`src/rtl/super_pkg.sv`:
```
// ============================================================================
// super_pkg : shared data-memory port types and widths
// Revision  : 1.0
// ============================================================================
`default_nettype none

package super_pkg;

  localparam int unsigned MemW = 65;

  typedef struct packed {
    logic            we;
    logic [3:0]      be;
    logic            is_cap;
    logic [31:0]     addr;
    logic [MemW-1:0] wdata;
  } dmem_req_t;

  typedef enum logic {
    OWN_LSU = 1'b0,
    OWN_AUX = 1'b1
  } dmem_owner_e;

  typedef enum logic [1:0] {
    ARB   = 2'd0,
    HOLD0 = 2'd1,
    HOLD1 = 2'd2
  } arb_state_e;

endpackage

`default_nettype wire

```
`src/rtl/dmem_owner_fifo.sv`:
```
// ============================================================================
// dmem_owner_fifo : in-order owner-id FIFO with simultaneous push/pop
// Revision        : 1.0
// ============================================================================
`default_nettype none

module dmem_owner_fifo
  import super_pkg::*;
#(
  parameter int unsigned Depth = 4
) (
  input  logic                     clk_i,
  input  logic                     rst_ni,
  input  logic                     push_i,
  input  dmem_owner_e              owner_i,
  input  logic                     pop_i,
  output dmem_owner_e              head_o,
  output logic [$clog2(Depth):0]   count_o,
  output logic                     full_o,
  output logic                     empty_o
);

  localparam int unsigned PtrW = $clog2(Depth);

  logic [Depth-1:0] mem_q;
  logic [PtrW-1:0]  wptr_q, rptr_q;
  logic [PtrW:0]    cnt_q;
  logic             do_push, do_pop;

  assign empty_o = (cnt_q == '0);
  assign full_o  = (cnt_q == (PtrW+1)'(Depth));
  assign count_o = cnt_q;
  assign head_o  = dmem_owner_e'(mem_q[rptr_q]);

  // A push into a full FIFO is accepted only when the head leaves this cycle
  assign do_pop  = pop_i & ~empty_o;
  assign do_push = push_i & (~full_o | do_pop);

  always_ff @(posedge clk_i or negedge rst_ni) begin
    if (!rst_ni) begin
      mem_q  <= '0;
      wptr_q <= '0;
      rptr_q <= '0;
      cnt_q  <= '0;
    end else begin
      if (do_push) begin
        mem_q[wptr_q] <= owner_i;
        wptr_q        <= wptr_q + 1'b1;
      end
      if (do_pop) begin
        rptr_q <= rptr_q + 1'b1;
      end
      case ({do_push, do_pop})
        2'b10:   cnt_q <= cnt_q + 1'b1;
        2'b01:   cnt_q <= cnt_q - 1'b1;
        default: cnt_q <= cnt_q;
      endcase
    end
  end

endmodule

`default_nettype wire

```
`src/rtl/dmem_port_arbiter.sv`:
```
// ============================================================================
// dmem_port_arbiter : shares the core data-memory port between LSU and aux
// Revision          : 1.0
// ============================================================================
`default_nettype none

module dmem_port_arbiter
  import super_pkg::*;
#(
  parameter int unsigned MaxOutstanding = 4,
  parameter int unsigned StarveLimit    = 8
) (
  input  logic            clk_i,
  input  logic            rst_ni,
  input  logic            p0_req_i,
  input  logic            p0_we_i,
  input  logic [3:0]      p0_be_i,
  input  logic            p0_is_cap_i,
  input  logic [31:0]     p0_addr_i,
  input  logic [MemW-1:0] p0_wdata_i,
  input  logic            p1_req_i,
  input  logic            p1_we_i,
  input  logic [3:0]      p1_be_i,
  input  logic            p1_is_cap_i,
  input  logic [31:0]     p1_addr_i,
  input  logic [MemW-1:0] p1_wdata_i,
  output logic            p0_gnt_o,
  output logic            p0_rvalid_o,
  output logic            p0_err_o,
  output logic [MemW-1:0] p0_rdata_o,
  output logic            p1_gnt_o,
  output logic            p1_rvalid_o,
  output logic            p1_err_o,
  output logic [MemW-1:0] p1_rdata_o,
  output logic            data_req_o,
  output logic            data_we_o,
  output logic [3:0]      data_be_o,
  output logic            data_is_cap_o,
  output logic [31:0]     data_addr_o,
  output logic [MemW-1:0] data_wdata_o,
  input  logic            data_gnt_i,
  input  logic            data_rvalid_i,
  input  logic            data_err_i,
  input  logic [MemW-1:0] data_rdata_i,
  output logic            proto_err_o,
  output logic            outstanding_o
);

  localparam int unsigned CntW      = $clog2(StarveLimit + 1);
  localparam logic [CntW-1:0] StarveMax = CntW'(StarveLimit);

  arb_state_e             state_q, state_d;
  logic [CntW-1:0]        starve_q, starve_d;
  logic                   proto_err_q, proto_err_d;
  logic                   drive, granted, pop, can_issue;
  dmem_owner_e            sel, head;
  logic                   fifo_full, fifo_empty;
  logic [$clog2(MaxOutstanding):0] fifo_count;
  dmem_req_t              p0_r, p1_r, bus_r;

  assign p0_r = '{we: p0_we_i, be: p0_be_i, is_cap: p0_is_cap_i, addr: p0_addr_i, wdata: p0_wdata_i};
  assign p1_r = '{we: p1_we_i, be: p1_be_i, is_cap: p1_is_cap_i, addr: p1_addr_i, wdata: p1_wdata_i};

  assign pop       = data_rvalid_i & ~fifo_empty;
  assign can_issue = ~fifo_full | pop;

  always_comb begin
    state_d = state_q;
    drive   = 1'b0;
    sel     = OWN_LSU;
    case (state_q)
      ARB: begin
        if (can_issue && (p0_req_i || p1_req_i)) begin
          drive = 1'b1;
          sel   = (p1_req_i && (!p0_req_i || starve_q == StarveMax)) ? OWN_AUX : OWN_LSU;
          if (!data_gnt_i) state_d = (sel == OWN_AUX) ? HOLD1 : HOLD0;
        end
      end
      HOLD0: begin
        drive = 1'b1;
        sel   = OWN_LSU;
        if (data_gnt_i) state_d = ARB;
      end
      HOLD1: begin
        drive = 1'b1;
        sel   = OWN_AUX;
        if (data_gnt_i) state_d = ARB;
      end
      default: state_d = ARB;
    endcase
  end

  assign granted = drive & data_gnt_i;

  // Starvation only accrues while port 1 is actually waiting
  always_comb begin
    starve_d = starve_q;
    if (!p1_req_i)
      starve_d = '0;
    else if (granted && sel == OWN_AUX)
      starve_d = '0;
    else if (granted && starve_q != StarveMax)
      starve_d = starve_q + 1'b1;
  end

  assign proto_err_d = proto_err_q | (data_rvalid_i & fifo_empty);

  always_ff @(posedge clk_i or negedge rst_ni) begin
    if (!rst_ni) begin
      state_q     <= ARB;
      starve_q    <= '0;
      proto_err_q <= 1'b0;
    end else begin
      state_q     <= state_d;
      starve_q    <= starve_d;
      proto_err_q <= proto_err_d;
    end
  end

  dmem_owner_fifo #(
    .Depth (MaxOutstanding)
  ) u_owner_fifo (
    .clk_i   (clk_i),
    .rst_ni  (rst_ni),
    .push_i  (granted),
    .owner_i (sel),
    .pop_i   (pop),
    .head_o  (head),
    .count_o (fifo_count),
    .full_o  (fifo_full),
    .empty_o (fifo_empty)
  );

  assign bus_r         = drive ? ((sel == OWN_AUX) ? p1_r : p0_r) : '0;
  assign data_req_o    = drive;
  assign data_we_o     = bus_r.we;
  assign data_be_o     = bus_r.be;
  assign data_is_cap_o = bus_r.is_cap;
  assign data_addr_o   = bus_r.addr;
  assign data_wdata_o  = bus_r.wdata;

  assign p0_gnt_o    = granted & (sel == OWN_LSU);
  assign p1_gnt_o    = granted & (sel == OWN_AUX);
  assign p0_rvalid_o = pop & (head == OWN_LSU);
  assign p1_rvalid_o = pop & (head == OWN_AUX);
  assign p0_err_o    = p0_rvalid_o & data_err_i;
  assign p1_err_o    = p1_rvalid_o & data_err_i;
  assign p0_rdata_o  = data_rdata_i;
  assign p1_rdata_o  = data_rdata_i;

  assign proto_err_o   = proto_err_q;
  assign outstanding_o = (fifo_count != '0);

endmodule

`default_nettype wire
```
`config.mk`:
```
export PLATFORM = sky130hd
export DESIGN_NAME = dmem_port_arbiter
export DESIGN_NICKNAME = d
export VERILOG_FILES = /design/src/rtl/super_pkg.sv /design/src/rtl/dmem_owner_fifo.sv /design/src/rtl/dmem_port_arbiter.sv
export SDC_FILE = /design/constraint.sdc
export NUM_CORES = 1
export LEC_CHECK = 0
export ABC_AREA = 1
export CAP_MARGIN = 20
export CORE_AREA = 2 2 203 205
export CTS_CLUSTER_DIAMETER = 30
export DETAILED_ROUTE_END_ITERATION = 8
export DIE_AREA = 0 0 205 207
export SYNTH_ARGS = -nofsm -noshare
export SYNTH_HDL_FRONTEND = slang
export SYNTH_SLANG_ARGS = --single-unit
```
`constraint.sdc`:
```
create_clock -name clk_i -period 6.6 [get_ports clk_i]
set_input_delay 1.98 -clock clk_i [delete_from_list [all_inputs] [get_ports clk_i]]
set_output_delay 1.98 -clock clk_i [all_outputs]
set_load 0.03 [all_outputs]
```
==> results of run 1 <==
## cell families after synthesis
family	count (synthesis)
and+or+nand+nor	263
buffers and inverters	190
DFF	18
AOI/OAI and AO/OA	121
xor gates and xnor gates	5
adders and majority gates	11
## where the power goes
part	internal (mW)	total [mW]	switching (mW)
combinational	1.47	3.96	2.48
sequential	0.157	0.193	0.0363
clock	0.0797	0.120	0.0399
total	1.71	4.27	2.56
## worst max-delay path: stages
cell and delay [ps]:
clkdlybuf4s50_1 490, nor2_1 60, nand2_1 140, nand3_1 90, nand2_1 100, nand3_1 180
nor2_1 300, clkdlybuf4s50_1 740
## path summary, 6_finish.rpt
kind,to
min in group asynchronous,u_owner_fifo.count_o[2]
max in group asynchronous,u_owner_fifo.rptr_q[1]
max reg2reg,u_owner_fifo.count_o[1]
min reg2reg,u_owner_fifo.rptr_q[1]
max,p1_gnt_o
min,u_owner_fifo.rptr_q[1]
## layout by cell type, fill, tap and decap left out, drive strengths merged
| cell | Yosys | routed |
|---|---|---|
| a21oi | 4 | 4 |
| a31o | 1 | 1 |
| a32o | 1 | 1 |
| buf | 154 | 114 |
| clkbuf | 10 | 3 |
| clkdlybuf4s50 | 0 | 221 |
| clkinv | 0 | 1 |
| dfrtp | 18 | 18 |
| diode | 0 | 2 |
| fa | 1 | 1 |
| ha | 10 | 10 |
| inv | 26 | 25 |
| nand2 | 28 | 28 |
| nand3 | 6 | 6 |
| nand4 | 2 | 2 |
| nor2 | 223 | 223 |
| nor3 | 3 | 3 |
| o21ai | 115 | 115 |
| or2 | 1 | 1 |
| xnor2 | 1 | 1 |
| xor2 | 4 | 4 |
## routing by layer
metal / vias to the layer above / share of wire (%) / GRT usage [%]
li1: 2135 / - / -
met1: 1894 / 40 / 9.98
met2: 230 / 44 / 13.3
met3: 79 / 11 / 3.24
met4: 0 / 4.8 / 3.65
met5: - / 0 / 0
## metrics by stage
stage          instance area (um2)  hold slack [ps]
4_1_cts                       6490              471
3_3_place_gp                  6410              455
5_1_grt                       6490              503
2_1_floorplan                 3590              442
6_report                      6490              470
3_5_place_dp                  6410              457
## cell type report
cell class	count	share of cell area [%]
timing repair buffer	335	51.5
multi-input combinational	400	28.5
tap	532	10.2
sequential	18	6.94
inverter	26	1.56
clock buffer	3	1.16
antenna	2	0.0771
## sequential cells by signal, summed over array words and instances (netlist names)
name / count
u_owner_fifo.count_o: 3
u_owner_fifo.rptr_q: 2
state_q: 2
proto_err_o: 1
u_owner_fifo.wptr_q: 2
starve_q: 4
u_owner_fifo.mem_q: 4
==> metrics.yaml, run 1 <==
wl_per_cell_um: 14.8
synth_fa_ha_area_share_pct: 4.05
rsz0062_at_grt: "false"
io_buffers: 324
die_h_um: 207
reg2reg_from: "state_q[0]"
synth_top_family_by_area: "buffers and inverters"
grt_pass1_wl_mm: 26.6
drv_cap: 0
cts.sink_count: 18
worstSetupStartpointType: "primary input"
synth_seq_cells: 18
fin_nets: 1073
synthXorXnorAreaFrac_pct: 1.22
synth_commonest_cells: "nor2_1 (209), buf_4 (130), o21ai_0 (110)"
clk_latency_ps: 250
p_leak_nw: 2.65
drt-total-wl_mm: 19.5
cts_hold_buf: 0
instances_no_fill: 1316
critPathArrivalTime_ps: 4090
setup_slack_ps: 526
gp_congestion: 0.831
fill_cells: 4621
status: "complete, no violations"
cts_tree: "done"
synth_area_mm2: 0.00359
ioPinCount: 520
r2r_slack_ps: 4050
setup.worst_path.start: "data_rvalid_i"
synth_compound_area_share_pct: 17.1
yosysTopAreaCell: "buf_4"
cts.repair.resized: 0
synthSimpleGateAreaFrac_pct: 29.2
slew_viol_final: 0
synth.distinct_cells: 26
powerDensity_mw_per_mm2: 658
min_from: "u_owner_fifo.rptr_q[1]"
coreArea_mm2: 0.0404
ant_nets: 0
dr_total_vias: 4338
drc: 0
vias_per_cell: 3.30
fin_setup_tns_ps: 0
slew_headroom_pct: 45.3
worstMarginPinSlew_ps: 818
netlist_instances: 608
die_area_mm2: 0.0424
worst_ir_drop_vdd_v: 0.000225
muxShareOfSynthArea_pct: 0
dp_cells: 1311
cp-end-kind: "output pin"
seq_area_um2: 450
grt_max_degree: 72
clk_path_buf_depth: 2
drt_iter0_markers: 210
period_needed_ps: 6070
clkTransAtPathRegs_ps: 50
ys_warn_count: 0
min_path_cells: 1
hold_viol: 0
start_util_pct: 8.89
finalSetupViolCount: 0
post-route-period-util_pct: 92.0
die_w_um: 205
cts_buffers: 3
overflow: 0
synth_edf_count: 0
synth-main-ff-cell: "dfrtp_1"
root_buffer: "clkbuf_16"
drive_above_1_share_pct: 17.4
critPathKind: "primary input to output pin"
synthToLayoutAreaGrowth_pct: 81.1
fin_worst_skew_ps: 2.62
syn_avg_cell_area_um2: 5.90
num_rows: 74
antenna_found_initial: 4
preCtsSetupSlack_ps: 516
utilization_pct: 16.1
synth_area_leaders: "buf_4 (27%), nor2_1 (22%), o21ai_0 (15%)"
syn_nets: 897
cts_max_level: 1
grt_use_total_pct: 8.38
reg2reg_depth: 12
synthArstFlopShare_pct: 100
hold_class: "register to register"
synth.yosys.seq_area_share_pct: 12.6
dp_hpwl_mm: 16.5
grt_pass1_vias: 4214
synth_top_area_share_pct: 27.2
post-synth-top-count-cell: "nor2_1"
fmax_mhz: 165
multi_input_area_mm2: 0.00185
dr.pass1.iters: 5
cp_max_fo: 3
total_power_mw: 4.27
crit_required_ps: 4620
cts_setup_buffers: 0
(Power assumes the default switching activity.)
==> inputs of run 2 (changes only) <==
Settings changed: CORE_AREA 2 2 203 205 to 2 2 200 202, DIE_AREA 0 0 205 207 to 0 0 202 204.
Clock period 6.6 ns to 5.9 ns, I/O delays scaled along.
==> metrics.yaml, run 2 (same netlist as run 1, synthesis figures left out) <==
mostFrequentLayoutCells: "clkdlybuf4s50_1 (220), nor2_1 (209), o21ai_0 (110)"  # was clkdlybuf4s50_1 (221), nor2_1 (209), o21ai_0 (110)
grt_pass1_wl_mm: 26.5  # was 26.6 mm
drc: 0  # unchanged
preCtsSetupSlack_ps: 347  # was 516 ps
cts_hold_buf: 0  # unchanged
cts.sink_count: 18  # unchanged
whs_ps: 465  # was 470 ps
num_rows: 73  # was 74
dp_hpwl_mm: 16.4  # was 16.5 mm
post_dp_cell_area_mm2: 0.00629  # was 0.00641 mm2
clkTransAtPathRegs_ps: 60  # was 50 ps
cts_setup_buffers: 0  # unchanged
antenna_found_initial: 8  # was 4
hold_viol: 0  # unchanged
grt_pass1_vias: 4055  # was 4214
n_antenna_cell: 0  # was 2
cp-end-kind: "output pin"  # unchanged
vias_per_cell: 3.29  # was 3.30
clk_latency_ps: 250  # about the same
fin_worst_skew_ps: 3.32  # was 2.62 ps
total_power_mw: 4.55  # was 4.27 mW
worst_ir_drop_vdd_v: 0.000431  # was 0.000225 V
setup_slack_ps: 382  # was 526 ps
worstMarginPinSlew_ps: 851  # was 818 ps
drive_above_1_share_pct: 17.3  # was 17.4%
finalSetupViolCount: 0  # unchanged
final_common_cell: "clkdlybuf4s50_1"  # unchanged
wl_per_cell_um: 14.7  # was 14.8 um
utilization_pct: 16.3  # was 16.1%
post-route-period-util_pct: 93.5
cts_tree: "done"  # unchanged
dp_cells: 1301  # was 1311
powerDensity_mw_per_mm2: 713  # was 658 mW/mm2
wl_met2_mm: 9.49  # was 8.52 mm
critPathKind: "primary input to output pin"  # unchanged
gp_congestion: 0.765  # was 0.831
cp_max_fo: 52  # was 3
hold_class: "register to register"  # unchanged
cts_buffers: 3  # unchanged
start_util_pct: 9.15  # was 8.89%
coreArea_mm2: 0.0392  # was 0.0404 mm2
rsz0062_at_grt: "false"  # unchanged
worstSetupStartpointType: "primary input"  # unchanged
die_w_um: 202  # was 205 um
slew_headroom_pct: 43.1  # was 45.3%
dr_total_vias: 4291  # was 4338
status: "complete, no violations"  # unchanged
grt_use_total_pct: 8.46  # was 8.38%
instances_no_fill: 1305  # was 1316
final_area_mm2: 0.00638  # was 0.00649 mm2
cts.repair.resized: 0  # unchanged
m1WireLength_mm: 7.34  # was 7.80 mm
drt_iter0_markers: 208  # was 210
die_area_mm2: 0.0412  # was 0.0424 mm2
ant_nets: 0  # unchanged
drt-total-wl_mm: 19.2  # was 19.5 mm
fill_cells: 4439  # was 4621
dr.pass1.iters: 4  # was 5
period_needed_ps: 5520
slew_viol_final: 0  # unchanged
cts_max_level: 1  # unchanged
overflow: 0  # unchanged
top_layer_used: "met4"  # unchanged
clk_path_buf_depth: 2  # unchanged
root_buffer: "clkbuf_16"  # unchanged
crit_required_ps: 4130  # was 4620 ps
p_leak_nw: 2.61  # was 2.65 nW
io_buffers: 324  # unchanged
critPathArrivalTime_ps: 3750  # was 4090 ps
grt_max_degree: 54  # was 72
synthToLayoutAreaGrowth_pct: 77.9  # was 81.1%
drv_cap: 0  # unchanged
die_h_um: 204  # was 207 um
fin_setup_tns_ps: 0  # unchanged
fmax_mhz: 181
ioPinCount: 520  # unchanged
fin_nets: 1070  # was 1073
wl_met3_mm: 1.68  # was 2.20 mm
## run 2: cell count changes in the layout (fill, tap and decap cells not counted), sizes merged
cell,change
diode,-2
buf,-2
clkdlybuf4s50,-1
clkbuf,+1
## run 2: final timing paths
check	end	slack (ps)	depth (start not counted)	start
setup / recovery	data_wdata_o[42]	380	10	p1_req_i
hold / removal	u_owner_fifo.rptr_q[1]	460	1	u_owner_fifo.rptr_q[1]
setup reg to reg	u_owner_fifo.count_o[1]	3440	12	state_q[0]
hold reg to reg	u_owner_fifo.rptr_q[1]	460	1	u_owner_fifo.rptr_q[1]
max in group asynchronous	starve_q[0]	3370	1	rst_ni
min in group asynchronous	proto_err_o	2010	1	rst_ni
## run 2: metal layers
metal	vias up	track usage, %
met1	1866	9.94
met3	64	2.49
met5	-	0
li1	2120	-
met2	241	14.8
met4	0	2.49
## run 2: cell type report
cell class,count,area [um2],area share [%]
timing repair buffer,332,3230,50.6
multi-input combinational,400,1850,29.1
sequential,18,450,7.06
inverter,26,101,1.59
tap,525,657,10.3
clock buffer,4,88.8,1.39
## run 2: worst max-delay path: stages
cell             delay (ps)
clkdlybuf4s50_1         540
or2_1                   150
nand3_1                  80
nand2_1                 100
nand2_1                  70
clkinv_2                 70
buf_4                   380
o21ai_0                 180
nor2_1                  200
buf_12                  150
## run 2: report_power, final
| group | switching [mW] | leakage, nW | total, mW | internal, mW |
|---|---|---|---|---|
| logic | 2.65 | 2.34 | 4.19 | 1.53 |
| registers | 0.0373 | 0.226 | 0.212 | 0.175 |
| clock network | 0.0478 | 0.0442 | 0.151 | 0.103 |
